--- src/rtl/control_sequencer.sv ---
// control_sequencer: microcoded control unit for the SAP-U 8-bit computer.
// Build option: define SEQ_EARLY_RESET_EN to end each instruction after its last non-idle microstep.
module control_sequencer #(
    parameter int STEPS = 5
) (
    input  logic        clk,
    input  logic        clr,
    input  logic [3:0]  opcode,
    input  logic        carry,
    input  logic        zero,
    output logic [15:0] ctrl_word,
    output logic [2:0]  step,
    output logic        halted
);

    typedef enum logic [3:0] {
        OP_NOP = 4'h0,
        OP_LDA = 4'h1,
        OP_ADD = 4'h2,
        OP_SUB = 4'h3,
        OP_STA = 4'h4,
        OP_LDI = 4'h5,
        OP_JMP = 4'h6,
        OP_JC  = 4'h7,
        OP_JZ  = 4'h8,
        OP_OUT = 4'hE,
        OP_HLT = 4'hF
    } opcode_t;

    // Each mask marks one signal in its asserted sense; IDLE ^ mask yields the real pin levels,
    // because active-low bits idle high and active-high bits idle low.
    localparam logic [15:0] IDLE = 16'h7FB7;
    localparam logic [15:0] HLT  = 16'h8000;
    localparam logic [15:0] MI   = 16'h4000;
    localparam logic [15:0] RI   = 16'h2000;
    localparam logic [15:0] RO   = 16'h1000;
    localparam logic [15:0] IO   = 16'h0800;
    localparam logic [15:0] II   = 16'h0400;
    localparam logic [15:0] AI   = 16'h0200;
    localparam logic [15:0] AO   = 16'h0100;
    localparam logic [15:0] EO   = 16'h0080;
    localparam logic [15:0] SU   = 16'h0040;
    localparam logic [15:0] BI   = 16'h0020;
    localparam logic [15:0] OI   = 16'h0010;
    localparam logic [15:0] CE   = 16'h0008;
    localparam logic [15:0] CO   = 16'h0004;
    localparam logic [15:0] J    = 16'h0002;
    localparam logic [15:0] FI   = 16'h0001;

    opcode_t     op;
    logic [15:0] active;
    logic [2:0]  last_step;

    assign op = opcode_t'(opcode);

    // NOTE: every combinational output gets a default before the case, so no path leaves it unassigned (no latch).
    always_comb begin
        active = 16'h0000;
        case (step)
            3'd0: active = CO | MI;
            3'd1: active = RO | II | CE;
            3'd2: begin
                case (op)
                    OP_LDA, OP_ADD, OP_SUB, OP_STA: active = IO | MI;
                    OP_LDI:  active = IO | AI;
                    OP_JMP:  active = IO | J;
                    OP_JC:   active = carry ? (IO | J) : 16'h0000;
                    OP_JZ:   active = zero  ? (IO | J) : 16'h0000;
                    OP_OUT:  active = AO | OI;
                    OP_HLT:  active = HLT;
                    default: active = 16'h0000;
                endcase
            end
            3'd3: begin
                case (op)
                    OP_LDA:         active = RO | AI;
                    OP_ADD, OP_SUB: active = RO | BI;
                    OP_STA:         active = AO | RI;
                    default:        active = 16'h0000;
                endcase
            end
            3'd4: begin
                case (op)
                    OP_ADD:  active = EO | AI | FI;
                    OP_SUB:  active = EO | AI | FI | SU;
                    default: active = 16'h0000;
                endcase
            end
            default: active = 16'h0000;
        endcase
    end

    // Microstep after which the counter returns to T0 (HLT is caught before this applies).
    always_comb begin
`ifdef SEQ_EARLY_RESET_EN
        case (op)
            OP_ADD, OP_SUB: last_step = 3'(STEPS - 1);
            OP_LDA, OP_STA: last_step = 3'd3;
            OP_JC, OP_JZ, OP_LDI, OP_JMP, OP_OUT: last_step = 3'd2;
            default:        last_step = 3'd2;
        endcase
`else
        last_step = 3'(STEPS - 1);
`endif
    end

    // State moves on the falling edge so the control word is settled across the whole high phase.
    // NOTE: sequential state uses non-blocking assignments so every flop samples pre-edge values.
    always_ff @(negedge clk or negedge clr) begin
        if (!clr) begin
            step   <= 3'd0;
            halted <= 1'b0;
        end else if (!halted) begin
            if (step == 3'd2 && op == OP_HLT) begin
                halted <= 1'b1;
            end else if (step >= last_step) begin
                step <= 3'd0;
            end else begin
                step <= step + 3'd1;
            end
        end
    end

    // Reset gates the word combinationally so an abort takes effect without a clock edge.
    always_comb begin
        if (!clr) begin
            ctrl_word = IDLE;
        end else if (halted) begin
            ctrl_word = IDLE | HLT;
        end else begin
            ctrl_word = IDLE ^ active;
        end
    end

endmodule

--- config.mk ---
export PLATFORM = sky130hd
export DESIGN_NAME = control_sequencer
export DESIGN_NICKNAME = d
export VERILOG_FILES = /design/src/rtl/control_sequencer.sv
export SDC_FILE = /design/constraint.sdc
export NUM_CORES = 1
export LEC_CHECK = 0
export CAP_MARGIN = 20
export CORE_MARGIN = 1.5
export CORE_UTILIZATION = 39
export CTS_CLUSTER_SIZE = 24
export DETAILED_ROUTE_END_ITERATION = 7
export PLACE_DENSITY = 0.85
export SYNTH_ARGS = -nofsm -noshare
export SYNTH_HDL_FRONTEND = slang
export SYNTH_SLANG_ARGS = --single-unit
--- constraint.sdc ---
create_clock -name clk -period 2 [get_ports clk]
set_input_delay 0.4 -clock clk [delete_from_list [all_inputs] [get_ports clk]]
set_output_delay 0.4 -clock clk [all_outputs]
set_load 0.005 [all_outputs]
==> results of run 1 <==
## Yosys cell counts
cell	number
inv_1	8
nand4_1	1
a31oi_1	1
nor2b_4	1
nor2b_1	2
o311ai_1	1
nand2b_4	1
a22o_1	1
xnor2_1	1
nor3_1	2
o211ai_1	1
ha_1	5
a21oi_4	1
nor2_2	1
nor2_1	9
dfrtn_1	4
a21boi_1	1
and4_4	1
nor4_1	1
nor3b_2	1
mux2_4	1
o21ai_0	4
and3_1	2
a211oi_1	1
mux2i_1	2
o22ai_1	1
nand3_1	3
buf_2	2
inv_2	1
a21oi_1	1
buf_6	1
nor4b_2	1
buf_4	1
nand2_1	9
nand2b_1	1
## logic make-up after synthesis
kind of cell | share of synthesized area
AOI/OAI and AO/OA | 0.164
xor gates and xnor gates | 0.0153
adders and majority gates | 0.109
buffers and inverters | 0.109
DFF | 0.175
muxes | 0.0613
and+or+nand+nor | 0.365
## metrics by stage
| stage | TNS [ns] | utilization |
|---|---|---|
| after floorplan | -8.62 | - |
| after CTS | -17.52 | 0.944 |
| after detailed placement | -20.78 | 0.809 |
| after global placement | -19.73 | 0.809 |
## timing repair
action                                  CTS
setup buffers                            18
pin swaps                                15
resized for setup                       120
endpoints found under the setup margin   24
==> impl_metrics.env, run 1 <==
export IMPL_cts_hold_buf=0
export IMPL_synthesis_instances=75
export IMPL_cts_sinks=4
export IMPL_yosysWarningCount=0
export IMPL_place_congestion=0.824
export IMPL_dp_cells=139
export IMPL_place_ws_ns=-1.22
export IMPL_cts_buffers_inserted=3
export IMPL_ios=28
export IMPL_synth_nets=88
export IMPL_std_cell_rows=13
export IMPL_hpwl_mm=1.53
export IMPL_cts_buffer_depth=2
export IMPL_h_tree_depth=1
export IMPL_io_buffers=27
export IMPL_yosys_area_top_type="dfrtn_1"
export IMPL_initial_core_util=0.429
export IMPL_status="stopped before the end"
export IMPL_worst_ep_kind="top-level output"
export IMPL_syn_area_um2=572
export IMPL_grt_start_max_net_pins=10
export IMPL_stop_stage="5_1_grt"
export IMPL_error_line="[ERROR DPL-0038] Utilization greater than 100%, impossible to legalize"
export IMPL_post_dp_cell_area_mm2=0.00108
export IMPL_postSynthAreaPerCell_um2=7.62
export IMPL_ys_seq_area_frac=0.175
export IMPL_synth_top_area_frac=0.175
export IMPL_chipHeight_um=41.3
export IMPL_cts_root_buf="clkbuf_4"
export IMPL_yosysUniqueCellTypes=35
export IMPL_synth_area_leaders="dfrtn_1, ha_1, nand2_1"
export IMPL_ys_ff_latch=4
export IMPL_die_w_um=41.3
export IMPL_grt_repair_worst_endpoint="ctrl_word[11]"
==> inputs of run 2 (changes only) <==
CORE_AREA = 2 2 63 65   (was default)
CORE_MARGIN = default   (was 1.5)
CORE_UTILIZATION = default   (was 39)
CTS_CLUSTER_SIZE = default   (was 24)
DIE_AREA = 0 0 65 67   (was default)
PLACE_DENSITY = default   (was 0.85)
PLACE_DENSITY_LB_ADDON = 0.15   (was default)
==> run 2 against run 1 <==
  * The flow now finishes, with violations (negative setup slack)
  * Synthesized area stayed put
  * Synthesized cell count stayed put
==> impl_metrics.env, run 2 <==
export IMPL_cts_buffer_depth=2
export IMPL_wire_per_inst_um=11.5
export IMPL_stdcell_count=194
export IMPL_cp_start_kind="flop"
export IMPL_grt_pass1_wl_mm=3.70
export IMPL_overflow=0
export IMPL_ant_nets=0
export IMPL_yosysWarningCount=0
export IMPL_hold_viol=0
export IMPL_slew_headroom=0.821
export IMPL_cts_buffers_inserted=3
export IMPL_holdCritPathClass="flop to flop"
export IMPL_leakagePower_uw=0.000629
export IMPL_drc=0
export IMPL_hold_start="step[2]"
export IMPL_syn_area_um2=572
export IMPL_drt_iter0_markers=39
export IMPL_worstSetupPathType="flop to output pin"
export IMPL_vias=787
export IMPL_reg2regPathDepth=8
export IMPL_cp_max_fo=4
export IMPL_hpwl_mm=1.49
export IMPL_violations="negative setup slack"
export IMPL_holdWs_ns=0.584
export IMPL_std_cell_rows=22
export IMPL_yosysUniqueCellTypes=35
export IMPL_ys_top_cells_by_count="nand2_1, nor2_1, inv_1, ha_1"
export IMPL_synth_edf_count=0
export IMPL_fin_ws_ns=-1.08
export IMPL_worst_path_max_delay_cell="dfrtn_1"
export IMPL_chipHeight_um=67
export IMPL_rrSetupSlack_ns=0.14
export IMPL_final_cell_mix="buf_4, buf_6, buf_2"
export IMPL_ys_seq_area_frac=0.175
export IMPL_ir_worst_vdd_mv=0.628
export IMPL_min_to="step[2]"
export IMPL_slew_violations=0
export IMPL_final_common_cell="buf_4"
export IMPL_io_buffers=27
export IMPL_rsz0062_at_grt="yes"
export IMPL_clkLatencyLatePin_ns=0.24
export IMPL_fp_dieArea_mm2=0.00436
export IMPL_vias_per_cell=4.06
export IMPL_worstPathArrival_ns=2.68
export IMPL_initial_core_util=0.159
export IMPL_tns_ns=-17.71
export IMPL_final_nets=161
export IMPL_ios=28
export IMPL_end_kind="output pin"
export IMPL_r2r_start="step[0]"
export IMPL_reg2reg_to="step[0]"
export IMPL_synth_top_flop_cell="dfrtn_1"
export IMPL_cap_violations=0
export IMPL_cts_root_buf="clkbuf_8"
export IMPL_yosys_area_top_type="dfrtn_1"
export IMPL_drive_gt1_frac=0.705
export IMPL_critPathRequiredTime_ns=1.60
export IMPL_setup_viol=24
export IMPL_grt_antenna_before_repair=0
export IMPL_place_congestion=0.717
export IMPL_dp_cells=171
export IMPL_cts_tree="built"
export IMPL_cpPeakStageDelay_ns=0.48
export IMPL_routed_wirelength_mm=2.23
export IMPL_grt_pass1_vias=815
export IMPL_postSynthAreaPerCell_um2=7.62
export IMPL_grt_use_total=0.107
export IMPL_path_delay_family="flip-flops"
export IMPL_synth_top_area_frac=0.175
export IMPL_antennaDiodeCount=0
export IMPL_cp_buffers_inverters=3
export IMPL_ys_ff_latch=4
export IMPL_reg_largest_list="step x3, halted x1"
export IMPL_area_delta_synth_final_pct=146
export IMPL_synth_area_leaders="dfrtn_1, ha_1, nand2_1"
export IMPL_synthesis_instances=75
export IMPL_synthArstFlopShare=1.00
export IMPL_status="complete, but fails checks"
export IMPL_cts_sinks=4
export IMPL_crit_chain="inv_2 -> ha_4 -> buf_6 -> nor2_2 -> o21ai_1 -> nor2b_2 -> a21boi_1 -> buf_2"
export IMPL_largest_register_ff_count=3
export IMPL_die_w_um=65
export IMPL_p_per_area_mw_per_mm2=1150
export IMPL_dr_pass1_iters=3
export IMPL_synth_nets=88
export IMPL_grt_start_max_net_pins=10
export IMPL_whs_path_depth=2
export IMPL_h_tree_depth=1
export IMPL_worst_pin_slew_ns=0.267
export IMPL_clkTransAtPathRegs_ns=0.03
export IMPL_cts_hold_buf=0
export IMPL_largest_register="step"
export IMPL_clock_skew_ns=0.00179
export IMPL_fill_cells=393
export IMPL_core_area_mm2=0.00361
[run 2: cell counts after synthesis]
Identical to the previous run, type by type.
[run 2: kinds of logic (layout without fill, tap and decap cells)]
kind of cell	Yosys count	count (layout)	synth area share
AO/OA/AOI/OAI	13	13	0.164
adder cells (fa/ha/maj)	5	5	0.109
flip-flops	4	4	0.175
AND/OR/NAND/NOR	36	36	0.365
buffers and inverters	13	84	0.109
XOR/XNOR	1	1	0.0153
multiplexers	3	3	0.0613
[run 2: worst max-delay path by stage]
stage	from	to	slack, ns	depth (start not counted)
floorplan	step[0]	ctrl_word[15]	-0.65	6
global placement	step[1]	ctrl_word[9]	-1.17	7
detailed placement	step[1]	ctrl_word[9]	-1.19	7
CTS	step[1]	ctrl_word[11]	-1.07	8
global route	step[0]	ctrl_word[9]	-1.19	8
finish	step[0]	ctrl_word[9]	-1.08	8
[run 2: layer usage]
| layer | share of wire | track usage |
|---|---|---|
| met5 | 0 | 0 |
| met4 | 0 | 0.0239 |
| met3 | 0.045 | 0.0135 |
| met2 | 0.53 | 0.207 |
| met1 | 0.43 | 0.124 |
[run 2: metrics by stage]
stage,util,total power (uW),instance area (um^2),setup WS [ns]
5_1_grt,0.390,1750,1410,-1.19
4_1_cts,0.357,1400,1290,-1.07
2_1_floorplan,-,597,648,-0.653
3_5_place_dp,0.308,987,1110,-1.19
6_report,0.390,1620,1410,-1.08
3_3_place_gp,0.308,992,1110,-1.17
[run 2: worst reg2reg max path: stages, from the launching register on]
cell,delay (ns)
dfrtn_1,0.48
inv_2,0.09
ha_4,0.17
nor2b_4,0.13
and4_4,0.16
a21oi_4,0.17
buf_6,0.11
buf_6,0.10
mux2_4,0.29
[run 2: cell type report]
type,instances,area (um^2),share of cell area
well taps,48,60.1,0.0427
flip-flops and latches,4,100,0.0712
multi-input cells,58,548,0.390
clock buffers,3,41.3,0.0294
repair buffers,72,614,0.437
inverters,9,41.3,0.0294
[run 2: where the power goes]
part / internal (uW) / switching (uW) / total [uW]
Sequential: 125 / 49.8 / 175
Combinational: 777 / 502 / 1280
Clock: 128 / 39.0 / 167
[run 2: repair_timing]
| item | 4_1_cts | 5_1_grt |
|---|---|---|
| gates resized for setup | 116 | 24 |
| buffers inserted | 17 | 12 |
| setup endpoints to repair | 24 | 24 |
| pin swaps | 16 | 15 |
No activity file was read; power rests on OpenSTA's default activity.
